--- src/rtl/csi_pkt_pkg.sv ---
// Shared constants, header field offsets and state type for the CSI-2 packet controller.
package csi_pkt_pkg;

  localparam int unsigned DAT_W   = 32;
  localparam int unsigned DT_W    = 6;
  localparam int unsigned VC_W    = 2;
  localparam int unsigned WC_W    = 16;
  localparam int unsigned ECC_W   = 6;
  localparam int unsigned REM_W   = 17;
  localparam int unsigned BE_W    = 4;

  localparam int unsigned DT_LSB  = 0;
  localparam int unsigned VC_LSB  = 6;
  localparam int unsigned WC_LSB  = 8;
  localparam int unsigned ECC_LSB = 24;

  localparam logic [DT_W-1:0] DT_FS        = 6'h00;
  localparam logic [DT_W-1:0] DT_FE        = 6'h01;
  localparam logic [DT_W-1:0] DT_LS        = 6'h02;
  localparam logic [DT_W-1:0] DT_LE        = 6'h03;
  localparam logic [DT_W-1:0] DT_SHORT_MAX = 6'h0F;

  typedef enum logic {
    IDLE,
    PAYLOAD
  } state_t;

  // Byte enables for a word carrying min(pay, 4) payload bytes; only valid for pay > 0.
  function automatic logic [BE_W-1:0] be_from_pay(input logic signed [REM_W:0] pay);
    logic [BE_W-1:0] be;
    if (pay >= 18'sd4) be = 4'hF;
    else begin
      unique case (pay[1:0])
        2'd3:    be = 4'h7;
        2'd2:    be = 4'h3;
        default: be = 4'h1;
      endcase
    end
    return be;
  endfunction

endpackage

--- src/rtl/csi_ecc_calc.sv ---
// CSI-2 packet header ECC generator: 6 parity bits over the 24-bit header.
module csi_ecc_calc (
  input  logic [23:0] data,
  output logic [5:0]  ecc
);

  localparam logic [23:0] M0 = 24'hF12CB7;
  localparam logic [23:0] M1 = 24'hF2555B;
  localparam logic [23:0] M2 = 24'h749A6D;
  localparam logic [23:0] M3 = 24'hB8E38E;
  localparam logic [23:0] M4 = 24'hDF03F0;
  localparam logic [23:0] M5 = 24'hEFFC00;

  assign ecc = {^(data & M5), ^(data & M4), ^(data & M3),
                ^(data & M2), ^(data & M1), ^(data & M0)};

endmodule

--- src/rtl/csi_pkt_ctrl.sv ---
// CSI-2 packet controller: header parse, payload/CRC sequencing, sync events, aligner resync.
// Optional header ECC check is built when CSI_PKT_ECC_CHECK_EN is defined.
module csi_pkt_ctrl
  import csi_pkt_pkg::*;
#(
  parameter int unsigned TIMEOUT = 64
) (
  input  logic             clk,
  input  logic             reset,
  input  logic             enable,
  input  logic [DAT_W-1:0] merging_dat,
  input  logic             merging_valid,
  input  logic             pkt_sof,
  output logic             frame_start,
  output logic             frame_end,
  output logic             line_start,
  output logic             line_end,
  output logic [VC_W-1:0]  vc_o,
  output logic [DT_W-1:0]  dt_o,
  output logic [WC_W-1:0]  wc_o,
  output logic [DAT_W-1:0] pld_data,
  output logic [BE_W-1:0]  pld_be,
  output logic             pld_valid,
  output logic             pld_last,
  output logic             lane_resync,
  output logic             err_ecc,
  output logic             err_timeout,
  output logic             err_trunc,
  output logic             busy
);

  localparam int unsigned TW = $clog2(TIMEOUT);

  state_t           state_q, state_d;
  logic [REM_W-1:0] rem_q, rem_d;
  logic [TW-1:0]    idle_q, idle_d;

  logic             fs_d, fe_d, ls_d, le_d, rs_d, ecc_d, to_d, tr_d, pv_d, pl_d;
  logic [BE_W-1:0]  be_d;
  logic [DAT_W-1:0] data_d;
  logic [VC_W-1:0]  vc_d;
  logic [DT_W-1:0]  dt_d;
  logic [WC_W-1:0]  wc_d;
  logic             take_hdr;
  logic             ecc_ok;
  logic signed [REM_W:0] pay;

  wire [DT_W-1:0] hdr_dt = merging_dat[DT_LSB +: DT_W];
  wire [VC_W-1:0] hdr_vc = merging_dat[VC_LSB +: VC_W];
  wire [WC_W-1:0] hdr_wc = merging_dat[WC_LSB +: WC_W];

`ifdef CSI_PKT_ECC_CHECK_EN
  logic [ECC_W-1:0] ecc_calc;
  logic             unused_dat;
  csi_ecc_calc u_ecc (
    .data (merging_dat[ECC_LSB-1:0]),
    .ecc  (ecc_calc)
  );
  assign ecc_ok     = (ecc_calc == merging_dat[ECC_LSB +: ECC_W]);
  assign unused_dat = ^merging_dat[DAT_W-1:ECC_LSB+ECC_W];
`else
  logic unused_dat;
  assign ecc_ok     = 1'b1;
  assign unused_dat = ^merging_dat[DAT_W-1:ECC_LSB];
`endif

  // Payload bytes still owed; the trailing 2 bytes of rem are CRC.
  assign pay = $signed({1'b0, rem_q}) - 18'sd2;

  always_comb begin
    state_d  = state_q;
    rem_d    = rem_q;
    idle_d   = idle_q;
    fs_d     = 1'b0;
    fe_d     = 1'b0;
    ls_d     = 1'b0;
    le_d     = 1'b0;
    rs_d     = 1'b0;
    ecc_d    = 1'b0;
    to_d     = 1'b0;
    tr_d     = 1'b0;
    pv_d     = 1'b0;
    pl_d     = 1'b0;
    be_d     = pld_be;
    data_d   = pld_data;
    vc_d     = vc_o;
    dt_d     = dt_o;
    wc_d     = wc_o;
    take_hdr = 1'b0;

    if (!enable) begin
      state_d = IDLE;
    end else begin
      case (state_q)
        IDLE: take_hdr = merging_valid & pkt_sof;
        PAYLOAD: begin
          if (merging_valid && pkt_sof) begin
            tr_d     = 1'b1;
            state_d  = IDLE;
            take_hdr = 1'b1;
          end else if (merging_valid) begin
            idle_d = '0;
            if (pay > 18'sd0) begin
              pv_d   = 1'b1;
              be_d   = be_from_pay(pay);
              pl_d   = (pay <= 18'sd4);
              data_d = merging_dat;
            end
            rem_d = rem_q - 17'd4;
            if (rem_q <= 17'd4) begin
              rs_d    = 1'b1;
              state_d = IDLE;
            end
          end else if (idle_q == TW'(TIMEOUT - 1)) begin
            to_d    = 1'b1;
            rs_d    = 1'b1;
            state_d = IDLE;
          end else begin
            idle_d = idle_q + TW'(1);
          end
        end
        default: state_d = IDLE;
      endcase

      // A header rejected by ECC leaves the latched fields untouched.
      if (take_hdr) begin
        if (!ecc_ok) begin
          ecc_d = 1'b1;
          rs_d  = 1'b1;
        end else begin
          vc_d = hdr_vc;
          dt_d = hdr_dt;
          wc_d = hdr_wc;
          if (hdr_dt <= DT_SHORT_MAX) begin
            rs_d = 1'b1;
            fs_d = (hdr_dt == DT_FS);
            fe_d = (hdr_dt == DT_FE);
            ls_d = (hdr_dt == DT_LS);
            le_d = (hdr_dt == DT_LE);
          end else begin
            rem_d   = {1'b0, hdr_wc} + 17'd2;
            idle_d  = '0;
            state_d = PAYLOAD;
          end
        end
      end
    end

    if (state_d == IDLE) idle_d = '0;
  end

  always_ff @(posedge clk or posedge reset) begin
    if (reset) begin
      state_q     <= IDLE;
      rem_q       <= '0;
      idle_q      <= '0;
      frame_start <= 1'b0;
      frame_end   <= 1'b0;
      line_start  <= 1'b0;
      line_end    <= 1'b0;
      lane_resync <= 1'b0;
      err_ecc     <= 1'b0;
      err_timeout <= 1'b0;
      err_trunc   <= 1'b0;
      pld_valid   <= 1'b0;
      pld_last    <= 1'b0;
      pld_be      <= '0;
      pld_data    <= '0;
      vc_o        <= '0;
      dt_o        <= '0;
      wc_o        <= '0;
      busy        <= 1'b0;
    end else begin
      state_q     <= state_d;
      rem_q       <= rem_d;
      idle_q      <= idle_d;
      frame_start <= fs_d;
      frame_end   <= fe_d;
      line_start  <= ls_d;
      line_end    <= le_d;
      lane_resync <= rs_d;
      err_ecc     <= ecc_d;
      err_timeout <= to_d;
      err_trunc   <= tr_d;
      pld_valid   <= pv_d;
      pld_last    <= pl_d;
      pld_be      <= be_d;
      pld_data    <= data_d;
      vc_o        <= vc_d;
      dt_o        <= dt_d;
      wc_o        <= wc_d;
      busy        <= (state_d == PAYLOAD);
    end
  end

endmodule

--- config.mk ---
export PLATFORM = sky130hd
export DESIGN_NAME = csi_pkt_ctrl
export DESIGN_NICKNAME = d
export VERILOG_FILES = /design/src/rtl/csi_pkt_pkg.sv /design/src/rtl/csi_ecc_calc.sv /design/src/rtl/csi_pkt_ctrl.sv
export SDC_FILE = /design/constraint.sdc
export NUM_CORES = 1
export LEC_CHECK = 0
export CORE_ASPECT_RATIO = 1.25
export CORE_MARGIN = 1.5
export CORE_UTILIZATION = 40
export DETAILED_ROUTE_END_ITERATION = 7
export DONT_BUFFER_PORTS = 1
export GPL_TIMING_DRIVEN = 0
export PLACE_DENSITY = 0.58
export SLEW_MARGIN = 20
export SYNTH_ARGS = -nofsm -noshare
export SYNTH_HDL_FRONTEND = slang
export SYNTH_SLANG_ARGS = --single-unit
--- constraint.sdc ---
create_clock -name clk -period 3.5 [get_ports clk]
set_input_delay 0.525 -clock clk [delete_from_list [all_inputs] [get_ports clk]]
set_output_delay 0.525 -clock clk [all_outputs]
set_load 0.01 [all_outputs]
; After elaboration in Yosys (flattened, before gate mapping)
; Index checks and enable logic that the tools add are counted.
; W data, S select, Z words.
[classes]
n_eq_ne = 7
reduce_logical = 4
bitwise = 3
n_lt_le_gt_ge = 5
muxes = 62
n_addsub = 4
[ops]
columns = operator, n
row1 = $mux W17, 5
row2 = $mux W6, 8
row3 = $mux W1, 46
row4 = $ge A18 B4 Y1 const B, 1
row5 = $gt A18 B1 Y1 const B, 1
row6 = $le A18 B4 Y1 const B, 1
row7 = $sub A17 B2 Y18 const B, 1
row8 = $add A16 B2 Y17 const B, 1
row9 = $le A17 B3 Y1 const B, 1
row10 = $sub A17 B3 Y17 const B, 1
row11 = $eq A6 B2 Y1 const B, 2
row12 = $add A6 B1 Y6 const B, 1
row13 = $eq A6 B1 Y1 const B, 1
row14 = $eq A6 B6 Y1 const B, 1
row15 = $le A6 B4 Y1 const B, 1
row16 = $logic_not A6 Y1, 1
row17 = $pmux W3 S2, 1
row18 = $reduce_and A5 Y1, 1
row19 = $eq A2 B2 Y1 const B, 2
row20 = $mux W4, 1
row21 = $ne A2 B2 Y1 const B, 1
row22 = $not A1 Y1, 2
row23 = $pmux W1 S2, 1
row24 = $reduce_and A2 Y1, 1
row25 = 2 further kinds, 2
[totals]
reg_bits = 93
output_inout_bits = 71
input_bits = 37

; Longest topological paths before layout
[logic_depth]
depth_word = 9
depth_mapped = 10
ltp_nobuf = 8

; Worst setup path after synthesis
; No wires, ideal clock.
[synth_timing]
kind = register to register
from = register rem_q[2]
to = register pld_data[0]
t_required_ps = 3375
arrival_time_ps = 2378
setup_ps = 125
setup_slack_ps = 997
stages_incl_launch_ff = 11
path_buffers = 2
path_cell_list = dfrtp_1 > inv_1 > ha_1 > nor3b_1 > nand4_1 > xor2_1 > nand4_1 > o41a_1 > buf_6 > buf_6 > mux2_4
[synth_between]
elab_chain_len = 3
[synth_rtl]
columns = item, line_no
row1 = from (decl), csi_pkt_ctrl.sv:35  ; logic [REM_W-1:0] rem_q, rem_d;
row2 = from (signal assigned), csi_pkt_ctrl.sv:175  ; rem_q <= rem_d;
row3 = $sub A17 B2 Y18, csi_pkt_ctrl.sv:68  ; assign pay = $signed({1'b0, rem_q}) - 18'sd2;
row4 = $gt A18 B1 Y1, csi_pkt_ctrl.sv:103  ; if (pay > 18'sd0) begin
row5 = $reduce_and A5 Y1 (no source line), n/a
row6 = to (signal assigned), csi_pkt_ctrl.sv:188  ; pld_data <= data_d;
row7 = to (decl), csi_pkt_ctrl.sv:21  ; output logic [DAT_W-1:0] pld_data,
; No other way between the ends.
; A chain may end at the register's enable or synchronous reset.

; Final worst setup path
; Ends and elaborated chain as after synthesis.

==> metrics.md <==
| Metric | Value |
|---|---|
| Skew-Pair Late Insertion Delay | 350 ps |
| Final Slew Violations | 0 |
| Die H | 122 um |
| CP endpoint kind | flip-flop |
| Critical Path RT | 3730 ps |
| Final Hold Vio Count | 0 |
| Fmax | approximately 0.35 GHz |
| Met1 usage | 22.6% |
| DRT iter0 DRCs | approximately 190 |
| Post-CTS Resized | 0 |
| Slowest-stage cell, CP | dfrtp_1 |
| CTS Root Buffer Type | clkbuf_16 |
| Global routing met3 resource utilization | 4.38% |
| Most common cell after layout, fill and taps aside | dfrtp_1 |
| Mapped Cells | 394 |
| DR vias/cell | 5.52 |
| PwrDens | between 500 and 600 mW/mm^2 |
| Slowest stage delay, CP | 440 ps |
| CTS Buf Count | 9 |
| Std-Cell Rows | between 40 and 50 |
| Area Overhead vs Synth | 11.9% |
| Crit path DAT | 3090 ps |
| Syn avg cell area | 11.4 um^2 |
| Via count | about 3000 |
| Worst slew pin tran | 642 ps |
| # H-tree levels | 3 |
| Worst hold path type | primary input to async pin |
| Clk buf depth | 2 |
| # Post-CTS Setup Buffers | 0 |
| Synth Cell Area | 0.00450 mm^2 |
| Max cap viols | 0 |
| CTS tree | yes |
| Most frequently used flop master after synthesis | dfrtp_1 |
| Die X-Extent | 97.8 um |
| Remaining global-route overflow | 0 |
| Top Ports | 108 |
| Pleak | 2.14 nW |
| Share of layout cells above drive strength 1 | 20.7% |
| Top Family by Delay on Critical Path | simple AND/OR/NAND/NOR gates |
| Total core area | 0.0110 mm^2 |
| EDFF count, synth | 0 |
| TNS Setup | 0 ps |
| Largest net degree at the start of global routing | 49 |
| Post-CTS Hold Buffers | 0 |
| Max VDD drop | roughly 0.30 mV |
| # fillers | about 1000 |
| DP HPWL | approximately 7000 um |
| Busiest grt layer | met2 |
| CTS clock-pin slew for the worst setup and hold paths | 60 ps |
| Routed Wire Length | about 10000 um |
| Nets@finish | 448 |
| Average wire per standard cell | between 15 and 20 um |
| First-pass GRT wire length | 16400 um |
| Status | completed |
| Total GRT Usage | ~18% |
| Final period util | 81.7% |
| # DRC | 0 |
| Initial core utilization | 40.8% |
| RSZ-0062 raised after global routing | no |
| Vias in the first global route | 3054 |
| Clk sinks | 93 |
| Worst-path maximum fanout | 10 |
| Most frequent cells in the layout | dfrtp_1, nand2_1, mux2_4, nor2_1, o21ai_0 |
| Final setup vio count | 0 |
| Drt first pass iters | 4 |
| ANT nets after route | 0 |
| Crit path time final | 2860 ps |
| Slew HR | 57.1% |
| Initial antenna violation count | 0 |
| IO Port Bufs | 0 |
| WP buf/inv | 3 |
| Die ar. | 0.0119 mm^2 |
| M2 GR Usage | 28.6% |
| RD Place Congestion | 0.854 |
| Cell Chain, Critical Path | inv_1 -> ha_1 -> nor3b_1 -> nand4_1 -> xor2_1 -> nand4_1 -> o41a_1 -> buf_6 -> buf_6 -> mux2_4 |
| Finished Layout Cells | 546 |
| Worst Skew | 6.23 ps |
| Sequential cell area fraction in the yosys report | about 52% |
| Netlist cell types | 49 |
| Synth Register Bits | 93 |
| R2r setup slk | 640 ps |
| YS warnings | 0 |
| Diode count | 0 |
| Placed instance count | 530 |
| Syn nets | 436 |
| Crit Path Category | flip-flop to flip-flop |
| Worst Setup Start Kind | flip-flop |
| Asr flop ratio synth | 100% |
[worst paths after layout]
check	from	to	depth (start not counted)
min reg2reg	idle_q[4]	idle_q[4]	1
max reg2reg	rem_q[2]	pld_data[0]	10
max	rem_q[2]	pld_data[0]	10
min in group clk	merging_dat[1]	frame_end	1
max in group asynchronous	reset	pld_data[1]	2
min	reset	pld_data[7]	1
[worst register-to-register path: stages (launching register included)]
cell	delay (ps)
dfrtp_1	440
inv_1	130
ha_1	210
nor3b_1	440
nand4_1	170
xor2_1	160
nand4_1	190
o41a_1	380
buf_6	160
buf_6	170
mux2_4	300
[state kept, by name, summed over array words and instances (netlist names)]
signal and cells:
pld_data 32, rem_q 17, wc_o 16, dt_o 6, idle_q 6, pld_be 4, vc_o 2, err_timeout 1
err_trunc 1, frame_end 1, frame_start 1, lane_resync 1, line_end 1, line_start 1, pld_last 1, pld_valid 1
state_q 1
[layer usage]
metal,vias to the layer above,part of all wire [%]
met5,-,0
met4,0,1.7
met3,10,6.6
met2,100,49
met1,1476,42
li1,1426,-
[metrics by stage]
step | power [mW] | worst slack (ps) | hold WS, ps | utilization (%) | instance area [um^2]
floorplan | 1.82 | 555 | 472 | - | 4500
global placement | 1.93 | -469 | 504 | 42.3 | 4660
detailed placement | 1.95 | 606 | 440 | 42.6 | 4700
CTS | 3.04 | 598 | 65.7 | 45.6 | 5030
global route | 3.16 | 365 | 86.2 | 45.6 | 5030
finish | 3.01 | 642 | 55.7 | 45.6 | 5030
[cell type report]
cell class	count	area [um^2]	area share (%)
flip-flops and latches	93	2330	46.3
multi-input cells	273	2030	40.4
clock buffers	10	239	4.75
well taps	135	169	3.36
clock inverters	6	92.6	1.84
plain buffers	15	90.1	1.79
inverters	13	53.8	1.07
repair buffers	1	27.5	0.547
[power by group]
| part | total (mW) | internal (mW) | switching (mW) | leakage (nW) |
|---|---|---|---|---|
| clock | 1.08 | 0.650 | 0.432 | 0.156 |
| sequential | 1.52 | 1.27 | 0.255 | 1.16 |
| combinational | 0.400 | 0.227 | 0.173 | 0.827 |
| total | 3.01 | 2.15 | 0.861 | 2.14 |
[cell usage after synthesis (2+ instances only)]
master | instances | share of area, %
o22ai_1 | 5 | 0.70
a21boi_0 | 2 | 0.33
or3_1 | 2 | 0.28
a21oi_1 | 20 | 2.2
clkbuf_1 | 10 | 0.84
and3_1 | 3 | 0.42
buf_6 | 4 | 1.0
inv_1 | 13 | 1.1
or2_2 | 5 | 0.70
nor4_1 | 4 | 0.56
o32ai_1 | 2 | 0.39
nor3_1 | 12 | 1.3
a22o_1 | 4 | 0.78
xor2_1 | 8 | 1.6
nor2_1 | 26 | 2.2
o21a_1 | 4 | 0.67
mux2i_1 | 2 | 0.45
dfrtp_1 | 93 | 52
o21ai_0 | 25 | 2.8
ha_1 | 5 | 1.4
nor4b_1 | 2 | 0.39
xnor2_1 | 10 | 1.9
nand4_1 | 7 | 0.97
nor3b_1 | 2 | 0.33
mux2_2 | 24 | 6.0
mux2_1 | 4 | 1.0
nand2_1 | 29 | 2.4
nand3_1 | 19 | 2.1
mux2_4 | 28 | 9.4
[cells by family after synthesis]
kind of cell    after synthesis  synth area share (%)
compound gates               68                  8.96
other cells                   1                0.0834
fa+ha+maj                     5                  1.39
flops                        93                  51.8
mux                          58                  16.8
xor+xnor                     18                  3.51
simple gates                123                  14.4
buf+inv                      28                  3.09
(Power assumes the default switching activity.)
